==> config.mk <==
export PLATFORM = sky130hd
export DESIGN_NAME = demux_tdm_1_16
export DESIGN_NICKNAME = d
export VERILOG_FILES = /design/src/rtl/demux_tdm_1_16.sv
export SDC_FILE = /design/constraint.sdc
export NUM_CORES = 1
export LEC_CHECK = 0
export ABC_AREA = 1
export CORE_MARGIN = 8
export CORE_UTILIZATION = 35
export CTS_CLUSTER_DIAMETER = 150
export CTS_CLUSTER_SIZE = 12
export DETAILED_ROUTE_END_ITERATION = 10
export GPL_ROUTABILITY_DRIVEN = 1
export PLACE_DENSITY_LB_ADDON = 0.12
export SLEW_MARGIN = 10
export SYNTH_ARGS = -nofsm -noshare
export SYNTH_HDL_FRONTEND = slang
export SYNTH_SLANG_ARGS = --single-unit
==> constraint.sdc <==
create_clock -name clk -period 2.68 [get_ports clk]
set_input_delay 0.536 -clock clk [delete_from_list [all_inputs] [get_ports clk]]
set_output_delay 0.536 -clock clk [all_outputs]
set_load 0.01 [all_outputs]
==> src/rtl/demux_tdm_1_16.sv <==
// rtl/demux_tdm_1_16.sv - 1-to-16 TDM demultiplexer with round-robin framing and direct addressing
//
// Round-robin mode (sel_mode=0): a frame_start beat opens a 16-beat frame
// that is collected into shadow slots. On the 16th beat the whole frame is
// copied to y in a single step, so y never shows a partial frame.
// Direct mode (sel_mode=1): each valid beat writes din straight to channel addr.
// sel_mode is only sampled in IDLE.
//
// Ports:
//   clk          rising-edge clock
//   rst_n        asynchronous active-low reset
//   din[W-1:0]   serial data beat
//   din_valid    din is valid this cycle
//   frame_start  marks the beat as channel 0 of a new frame (round-robin only)
//   sel_mode     0 = round-robin, 1 = direct address
//   addr[3:0]    direct-mode channel select
//   y[16*W-1:0]  channel outputs, channel k at [k*W +: W]
//   ch_strobe    one-hot pulse for the channel written by the last accepted beat
//   frame_valid  one-cycle pulse when a complete frame lands on y
//   frame_err    one-cycle pulse when a partial frame is aborted by frame_start
//   cur_ch       channel the next round-robin beat will write
//   busy         high while collecting a frame

module demux_tdm_1_16 #(
    parameter int W = 1
) (
    input  logic            clk,
    input  logic            rst_n,
    input  logic [W-1:0]    din,
    input  logic            din_valid,
    input  logic            frame_start,
    input  logic            sel_mode,
    input  logic [3:0]      addr,
    output logic [16*W-1:0] y,
    output logic [15:0]     ch_strobe,
    output logic            frame_valid,
    output logic            frame_err,
    output logic [3:0]      cur_ch,
    output logic            busy
);

    typedef enum logic [1:0] {
        ST_IDLE    = 2'd0,
        ST_COLLECT = 2'd1,
        ST_DIRECT  = 2'd2
    } state_t;

    state_t          state;
    state_t          state_nxt;

    logic [16*W-1:0] shadow;
    logic [16*W-1:0] shadow_nxt;

    // Beat decode produced alongside the next-state logic
    logic            acc_rr;     // beat accepted into a round-robin frame
    logic            acc_dir;    // beat accepted in direct mode
    logic            restart;    // frame_start aborting a partial frame
    logic [3:0]      wr_ch;      // channel written by the current beat

    logic            frame_done;
    logic [3:0]      cur_ch_nxt;
    logic [15:0]     strobe_nxt;

    // State register and datapath registers
    always_ff @(posedge clk or negedge rst_n) begin
        if (!rst_n) begin
            state       <= ST_IDLE;
            cur_ch      <= 4'd0;
            shadow      <= '0;
            y           <= '0;
            ch_strobe   <= 16'd0;
            frame_valid <= 1'b0;
            frame_err   <= 1'b0;
        end else begin
            state       <= state_nxt;
            cur_ch      <= cur_ch_nxt;
            shadow      <= shadow_nxt;
            ch_strobe   <= strobe_nxt;
            frame_valid <= frame_done;
            frame_err   <= restart;
            if (frame_done) begin
                // shadow_nxt already holds the 16th beat, so the frame is
                // transferred complete on this edge
                y <= shadow_nxt;
            end else if (acc_dir) begin
                y[int'(wr_ch)*W +: W] <= din;
            end
        end
    end

    // Next-state logic and beat decode
    always_comb begin
        state_nxt = state;
        acc_rr    = 1'b0;
        acc_dir   = 1'b0;
        restart   = 1'b0;
        wr_ch     = cur_ch;
        case (state)
            ST_IDLE: begin
                if (sel_mode) begin
                    // A beat on the entry cycle is already a direct beat
                    state_nxt = ST_DIRECT;
                    acc_dir   = din_valid;
                    wr_ch     = addr;
                end else if (din_valid && frame_start) begin
                    state_nxt = ST_COLLECT;
                    acc_rr    = 1'b1;
                    wr_ch     = 4'd0;
                end
            end
            ST_COLLECT: begin
                if (din_valid) begin
                    acc_rr = 1'b1;
                    if (frame_start && cur_ch != 4'd0) begin
                        restart = 1'b1;
                        wr_ch   = 4'd0;
                    end else if (cur_ch == 4'd15) begin
                        state_nxt = ST_IDLE;
                    end
                end
            end
            ST_DIRECT: begin
                wr_ch = addr;
                if (din_valid) begin
                    acc_dir = 1'b1;
                end else if (!sel_mode) begin
                    state_nxt = ST_IDLE;
                end
            end
            default: begin
                state_nxt = ST_IDLE;
            end
        endcase
    end

    // Output and datapath next values
    always_comb begin
        busy       = (state == ST_COLLECT);
        frame_done = acc_rr && !restart && (state == ST_COLLECT) && (cur_ch == 4'd15);

        shadow_nxt = shadow;
        if (acc_rr) begin
            shadow_nxt[int'(wr_ch)*W +: W] = din;
        end

        // 4-bit increment wraps 15 -> 0 at the end of a frame; a restart or
        // a fresh start writes slot 0 and so lands on 1
        cur_ch_nxt = acc_rr ? (wr_ch + 4'd1) : cur_ch;

        strobe_nxt = (acc_rr || acc_dir) ? (16'd1 << wr_ch) : 16'd0;
    end

endmodule

==> results of run 1 <==
## power groups by stage
stage | clock network, mW | logic [mW] | registers, mW
4_1_cts | 0.440 | 2.59 | 1.23
5_1_grt | 0.462 | 3.11 | 1.27
3_5_place_dp | 0 | 2.49 | 1.25
3_3_place_gp | 0 | 2.47 | 1.25
6_report | 0.412 | 2.81 | 1.23
2_1_floorplan | 0 | 1.33 | 1.26
## through the flow
| stage | worst slack [ps] | cells | util, % |
|---|---|---|---|
| floorplan | 83.62 | 416 | - |
| global placement | -333.5 | 602 | 46.28 |
| detailed placement | -486.9 | 602 | 46.28 |
| CTS | 1.932 | 608 | 47.66 |
| global route | -19.36 | 609 | 49.08 |
| finish | 134.1 | 609 | 49.08 |
## registers in the layout (all words and copies together) (netlist names)
| signal | flops |
|---|---|
| frame_valid | 1 |
| cur_ch | 4 |
| state | 2 |
| y | 16 |
| shadow | 16 |
| frame_err | 1 |
| ch_strobe | 16 |
## routing by layer
metal	routed length (µm)	vias up	share of wire [%]	track usage, %
li1	-	1474	-	-
met1	3432	1317	44	14.83
met2	3876	40	50	22.89
met3	347	6	4.5	3.301
met4	77	0	1.0	3.243
met5	0	-	0	0
## worst max-delay path: cells and delay by family
kind,cells,cell delay [ps]
AND/OR/NAND/NOR,5,700
buffers and inverters,5,860
adder cells (fa/ha/maj),1,300
AO/OA/AOI/OAI,4,340
## cell type report
type | count | area, µm² | share of cell area (%)
multi-input cells | 271 | 1518 | 35.63
clock buffers | 5 | 68.82 | 1.616
flip-flops and latches | 56 | 1403 | 32.93
repair buffers | 92 | 838.3 | 19.68
inverters | 77 | 296.5 | 6.962
well taps | 108 | 135.1 | 3.173
## cells by family (layout without fill, tap and decap cells)
kind of cell	after synthesis	after routing	share of synthesized area (%)
flops	56	56	44.93
xor+xnor	1	1	0.2808
fa+ha+maj	7	7	2.808
compound gates	30	30	6.619
buf+inv	89	174	11.27
simple gates	233	233	34.10
## synth_stat cells, drive strengths merged
cell type | n | area share, %
nand2 | 103 | 13
nand4 | 4 | 1.0
xor2 | 1 | 0.28
inv | 76 | 9.2
ha | 7 | 2.8
buf | 6 | 1.2
a21oi | 4 | 1.5
nor4 | 5 | 1.0
dfrtp | 56 | 45
o21ai | 19 | 3.2
nor3 | 13 | 2.4
o21a | 1 | 0.24
clkinv | 1 | 0.12
o21bai | 2 | 0.84
nor2 | 44 | 5.9
or2 | 6 | 1.2
o211ai | 2 | 0.48
nand3 | 58 | 9.5
clkbuf | 6 | 0.72
a31oi | 2 | 0.40
## worst max-delay path by stage
| stage | from | to | cells past startpoint |
|---|---|---|---|
| floorplan | frame_start | y[1]$_DFFE_PN0P_ | 13 |
| global placement | frame_start | y[0]$_DFFE_PN0P_ | 16 |
| detailed placement | frame_start | y[0]$_DFFE_PN0P_ | 16 |
| CTS | frame_start | y[0]$_DFFE_PN0P_ | 16 |
| global route | addr[1] | y[0]$_DFFE_PN0P_ | 15 |
| finish | addr[1] | y[0]$_DFFE_PN0P_ | 15 |
## timing repair
item	CTS	global route
pin swaps	1	8
hold buffers	0	0
buffers inserted	1	1
gates resized for setup	7	29
endpoints found under the setup margin	16	32
==> results.md, run 1 <==
Status:
- The run finished with clean final reports.

STA:
- Across all hold checks on the routed design, the worst slack comes to 202.5 ps.
- The max-slew violation total from the final report is 0.
- The final hold violation count is 0.
- For the pin with the worst max-slew slack, the measured transition is 538.2 ps.
- The highest attainable clock frequency is 392.8 MHz.
- The post-route fraction of the period consumed by the critical path is 94.99%.
- Setup violations remaining at the end of the flow were counted as 0.
- The largest clock skew in the final design is 4.922 ps.
- Adding up every negative setup slack in the final design gives 0 ps.
- After layout, the minimum clock period comes to 2546 ps.
- Headroom to the max-slew limit came out at 64.12%.

Power:
- The internal power contribution is 2.483 mW.
- In this run the static leakage power is 2.122 nW.
- The combinational fraction of design power is 63.1%.
- The design draws 4.458 mW.
- Dividing total power by cell area gives a power density of 1047 nW/µm².
- The net switching power figure is 1.976 mW.
- The maximum resistive drop on vdd is 373.8 µV.
- The clock network fraction of total power is 9.2%.
- The share of power burned in registers is 27.7%.
- The switching portion of total power is 44.31%.

Die:
- In this run the horizontal extent of the chip is 110.4 µm.
- The core region is 8678 µm².
- The starting density of the core is 35.94%.
- The number of placed I/O pins is 49.
- In this run the vertical extent of the chip is 110.4 µm.
- The placement row count is 34.
- The area of the die is 12190 µm².

GRT:
- The via count of the first global-routing pass is 2869.
- Entering global routing, the biggest net connects 27 pins.
- The global-route congestion overflow total is 0.
- Global routing used 12.84% of the available tracks across all layers.
- The number of antenna violations at the first check in global routing came to 0.
- The first global-routing pass estimated 13.41 mm of wire.

Synth:
- The count of unique library cells instantiated by Yosys is 35.
- The number of nets handed over by synthesis was 433.
- The flip-flop and latch count after synthesis is 56.
- The warning count from the yosys run is 0.
- Dividing the synthesized area by the synthesized cell count gives 7.498 µm².
- The synthesized area is 3119 µm².
- Sequential cells were found to cover 44.93% of the synthesized design area.
- In the synthesized netlist, the number of instances is 416.

Clock tree:
- The maximum buffer depth of the clock tree is 2.
- In this run, CTS created clock tree buffers numbering 5.
- The clock-pin slew of the registers on the worst-case setup and hold paths is 90 ps.
- The CTS tree is yes.
- The number of levels the H-tree was split into is 2.
- In this run the clock root is driven by a sky130_fd_sc_hd__clkbuf_8.
- The clock net in this run drives a total of 56 sinks.
- The clock reaches the later pin of the worst-skew pair after 300 ps.

Route:
- The routed layout has 2837 vias.
- The initial DRC count is 68.
- The average via count per standard cell is 4.658.
- For this run, design rule violations remaining after detail routing come to 0.
- The post-detailed-route wirelength per cell is 12.70 µm.
- In this run the remaining antenna-violating nets after routing total 0.
- Wires add up to 7.734 mm.
- The pre-antenna-repair detailed-routing pass consisted of 4 iterations.

Cells and area:
- The relative area change from synthesis to final layout is 36.54%.
- Once layout is done, the placed cells without fillers occupy 4259 µm².
- Of the cells placed in the final design, the portion with a size suffix greater than 1 is 20.96%.
- The library cell used most frequently in the layout, excluding fill and tap cells, is sky130_fd_sc_hd__nand2_1.
- The number of antenna diodes in the final layout is 0.
- Counting the fill cells in the layout gives 881.
- The net count of the finished layout is 520.
- In the layout the commonest cells are sky130_fd_sc_hd__nand2_1, sky130_fd_sc_hd__inv_1, sky130_fd_sc_hd__nand3_1, sky130_fd_sc_hd__dfrtp_1, sky130_fd_sc_hd__clkdlybuf4s50_1.

Run:
- The max-capacitance violation count is 0.

Placement:
- The area after detailed placement is 4016 µm².
- In this run the tool buffered the top-level ports with 48 buffer cells.
- The weighted congestion at the end of routability-driven global placement is 0.8518.
- The post-detailed-placement half-perimeter wirelength is 5.944 mm.

Setup path:
- The endpoint identified for the worst register-to-register timing path is y[0]$_DFFE_PN0P_.
- For this design, the slowest cell found on the critical path is sky130_fd_sc_hd__clkdlybuf4s50_1.
- In this run the critical register-to-register path is launched from state[1]$_DFFE_PN0P_.
- The required arrival time at the worst endpoint is 2880 ps.
- The type of element launching the critical path is an input pin.
- The delay of the slowest cell on the worst path is 460 ps.
- STA puts the critical path data arrival time at 2750 ps.
- The worst-case reg-to-reg path depth is 15.
- The maximum fanout encountered on the critical timing path is 5.
- The worst setup path is captured at a register.
- The critical path's most frequent cell is sky130_fd_sc_hd__o21ai_1.
- The register-to-register setup slack is 190 ps.
- The critical path in this run is classified as in2reg.
- The critical path goes through clkdlybuf4s50_1 -> nand2_1 -> nor2_1 -> a21oi_4 -> buf_4 -> ha_4 -> clkinvlp_4 -> nor2_4 -> inv_2 -> nor3_4 -> nand3_1 -> a21oi_1 -> o21ai_1 -> o21ai_1 -> inv_1.

Min path:
- The tightest min-delay check is of the in2async type.
Note: power is estimated with default switching activity, not from simulation.
==> inputs of run 2 (changes only) <==
--- a/config.mk
+++ b/config.mk
@@ -13,6 +13,7 @@
 export DETAILED_ROUTE_END_ITERATION = 10
 export GPL_ROUTABILITY_DRIVEN = 1
 export PLACE_DENSITY_LB_ADDON = 0.12
+export REMOVE_ABC_BUFFERS = 1
 export SLEW_MARGIN = 10
 export SYNTH_ARGS = -nofsm -noshare
 export SYNTH_HDL_FRONTEND = slang
==> run 2 against run 1 <==
Against the previous run: sequential power is essentially flat; critical path depth did not move; worst setup slack improved by 61 ps; critical path type is now reg2reg.
==> results.md, run 2 (synthesis gave the netlist of run 1 again) <==
Setup path:
- The largest individual stage delay along the critical path comes from the cell sky130_fd_sc_hd__dfrtp_1.
- The worst setup path startpoint is state[0]$_DFFE_PN0P_.
- In this design, the stage delay of the slowest critical-path cell is 460 ps.
- The setup path with the least slack is of type reg2reg.
- The register-to-register setup slack is 190 ps.
- STA classifies the critical path endpoint as a register.
- The data arrival time of the critical path is 2690 ps.
- The worst reg2reg path startpoint is state[0]$_DFFE_PN0P_.
- Of all nets on the critical path, the largest fanout is 5.
- STA classifies the critical path startpoint as a register.
- The required arrival time at the worst endpoint is 2890 ps.
- Walking the worst path, the cells encountered are nor2_2 -> nand3_2 -> nand2_4 -> a21oi_4 -> buf_4 -> ha_4 -> inv_2 -> nor2_4 -> inv_2 -> nor3_4 -> nand3_2 -> o21ai_2 -> inv_1 -> o21ai_1 -> inv_1.

Clock tree:
- Clock tree synthesis inserted a total of 5 buffers.
- For the worst-skew pair, the clock arrives at the later sink with an insertion delay of 310 ps.
- The CTS tree is yes.
- CTS placed an instance of sky130_fd_sc_hd__clkbuf_8 at the clock tree root.
- The clock-pin slew of the registers on the worst-case setup and hold paths is 90 ps.
- The maximum buffer depth of the clock tree is 2.
- In this run the number of H-tree levels came out at 2.
- Clock tree synthesis found a total of 56 sinks.

Cells and area:
- The ratio of cells with drive above 1 in the final layout is 22.77%.
- For this run, the post-layout net count is 521.
- The cell area after layout is 4320 µm².
- The relative area change from synthesis to final layout is 38.51%.
- The library cells used most frequently in the layout, excluding fill and tap cells, are sky130_fd_sc_hd__nand2_1, sky130_fd_sc_hd__inv_1, sky130_fd_sc_hd__dfrtp_1.
- The number of antenna repair diodes is 0.
- The largest registers in the layout are ch_strobe x16, shadow x16, y x16.
- The most frequent standard cell in the layout excluding fill and tap cells is sky130_fd_sc_hd__nand2_1.
- Once layout is complete, the cells apart from fillers number 613.

Die:
- For this configuration, the core starts out at a cell density of 35.94%.
- Measured along the x axis, the die boundary spans 110.4 µm.
- The number of placed I/O pins is 49.
- The floorplan step defined a die boundary enclosing 12190 µm².
- The core region is 8678 µm².
- In this run the core area contains 34 standard-cell rows.
- The height of the die is 110.4 µm.

STA:
- The post-route fraction of the period consumed by the critical path is 92.72%.
- After layout, the worst setup slack is 195.0 ps.
- The max-slew violation total from the final report is 0.
- The highest attainable clock frequency is 402.4 MHz.
- The final hold violation count is 0.
- The slew at the pin with the worst max-slew slack is 698.4 ps.
- Clock skew on the completed layout was measured at 5.900 ps.
- The shortest period the worst path allows is 2485 ps.
- The relative slew slack is 53.44%.
- Setup repair after global routing left no endpoint under its margin.
- Setup violations remaining at the end of the flow were counted as 0.

Status:
- The flow ran to the end, and the final reports show no timing, DRC or antenna violations.

GRT:
- The first global-routing pass estimated 13.58 mm of wire.
- The global-route congestion overflow total is 0.
- The via count of the first global-routing pass is 2824.
- The total track usage is 12.98%.
- The number of antenna violations at the first check in global routing came to 0.
- The largest net degree at the start of global routing is 30.

Route:
- In the routed layout, each cell is associated on average with a via count of 4.595.
- The wire length reported by the detailed router is 7.786 mm.
- The number of iterations in the first detailed-routing pass is 4.
- The number of DRC violations after detailed routing is 0.
- The initial DRC count is 50.
- The post-detailed-route wirelength per cell is 12.70 µm.
- The via count is 2817.
- The final antenna-violating net count is 0.

Run:
- The tool flagged a number of max-cap violations equal to 0.

Placement:
- The placed instances occupy a cell area of 4010 µm².
- The weighted congestion at the end of routability-driven global placement is 0.8367.
- Port buffering added 48 buffers.
- Timing analysis after detailed placement gives a worst setup slack of -526.3 ps.
- The post-detailed-placement half-perimeter wirelength is 6.003 mm.
- The placed instance count is 603.

Power:
- The combinational fraction of design power is 62.6%.
- VDD sags by at most 547.8 µV.
- The net switching power figure is 2.021 mW.
- The switching portion of total power is 44.11%.
- Internal power comes to 2.560 mW.
- The power density over the cells is 1060 nW/µm².
- The static leakage is 2.158 nW.
- Sequential cells burn 27.0% of the power.
- The clock network is responsible for 10.4% of the overall power.

Min path:
- The classification of the worst-slack hold path is in2async.
==> run 2: cell types whose count changed in the layout (fill, tap and decap cells not counted), sizes merged <==
cell / previous run / this run
buf: 45 / 46
clkbuf: 5 / 6
clkinv: 1 / 3
clkinvlp: 1 / 0
inv: 75 / 76
==> run 2: final cells by class <==
type,instances,area [µm²]
inverters,77,295.3
clock inverters,2,10.01
repair buffers,93,840.8
multi-input cells,271,1554
flip-flops and latches,56,1403
fillers,866,4358
well taps,108,135.1
clock buffers,6,82.58
==> run 2: worst max-delay path, delay by kind of cell, from the launching register on <==
family                   cells  cell delay [ps]
adder cells (fa/ha/maj)      1              290
buffers and inverters        5              390
flip-flops                   1              460
AO/OA/AOI/OAI                3              350
AND/OR/NAND/NOR              6              880
==> run 2: worst paths after layout <==
check / end / depth (start not counted)
max: y[0]$_DFFE_PN0P_ / 15
min: ch_strobe[15]$_DFF_PN0_ / 1
max reg2reg: y[0]$_DFFE_PN0P_ / 15
min reg2reg: shadow[9]$_DFF_PN0_ / 3
max in group asynchronous: y[11]$_DFFE_PN0P_ / 2
min in group clk: shadow[9]$_DFF_PN0_ / 3
==> run 2: metrics by stage <==
stage / hold slack (ps) / TNS [ps] / power (mW) / utilization (%)
after floorplan: 240.4 / -45.30 / 2.551 / -
after global placement: 512.0 / -11870 / 3.694 / 46.21
after detailed placement: 515.7 / -13550 / 3.710 / 46.21
after CTS: 286.0 / -38.25 / 4.486 / 48.93
after global routing: 329.4 / 0 / 4.972 / 49.78
final: 259.1 / 0 / 4.581 / 49.78
==> run 2: routing by layer <==
layer | track usage [%] | up-vias | share of wire, %
li1 | - | 1479 | -
met1 | 15.99 | 1291 | 47
met2 | 22.02 | 37 | 48
met3 | 3.301 | 10 | 4.1
met4 | 3.153 | 0 | 1.2
met5 | 0 | - | 0
==> run 2: what timing repair did <==
item | CTS | global route
hold buffers | 0 | 0
setup endpoints to repair | 28 | 32
buffers inserted | 0 | 2
resized for setup | 34 | 15
hold endpoints to repair | 0 | 0
pin swaps | 2 | 9
==> run 2: power by group through the flow <==
stage,clock network (mW),logic [mW],registers [mW]
after CTS,0.504,2.75,1.23
final,0.479,2.87,1.24
after global placement,0,2.45,1.25
after detailed placement,0,2.46,1.24
after floorplan,0,1.27,1.28
after global routing,0.525,3.18,1.26
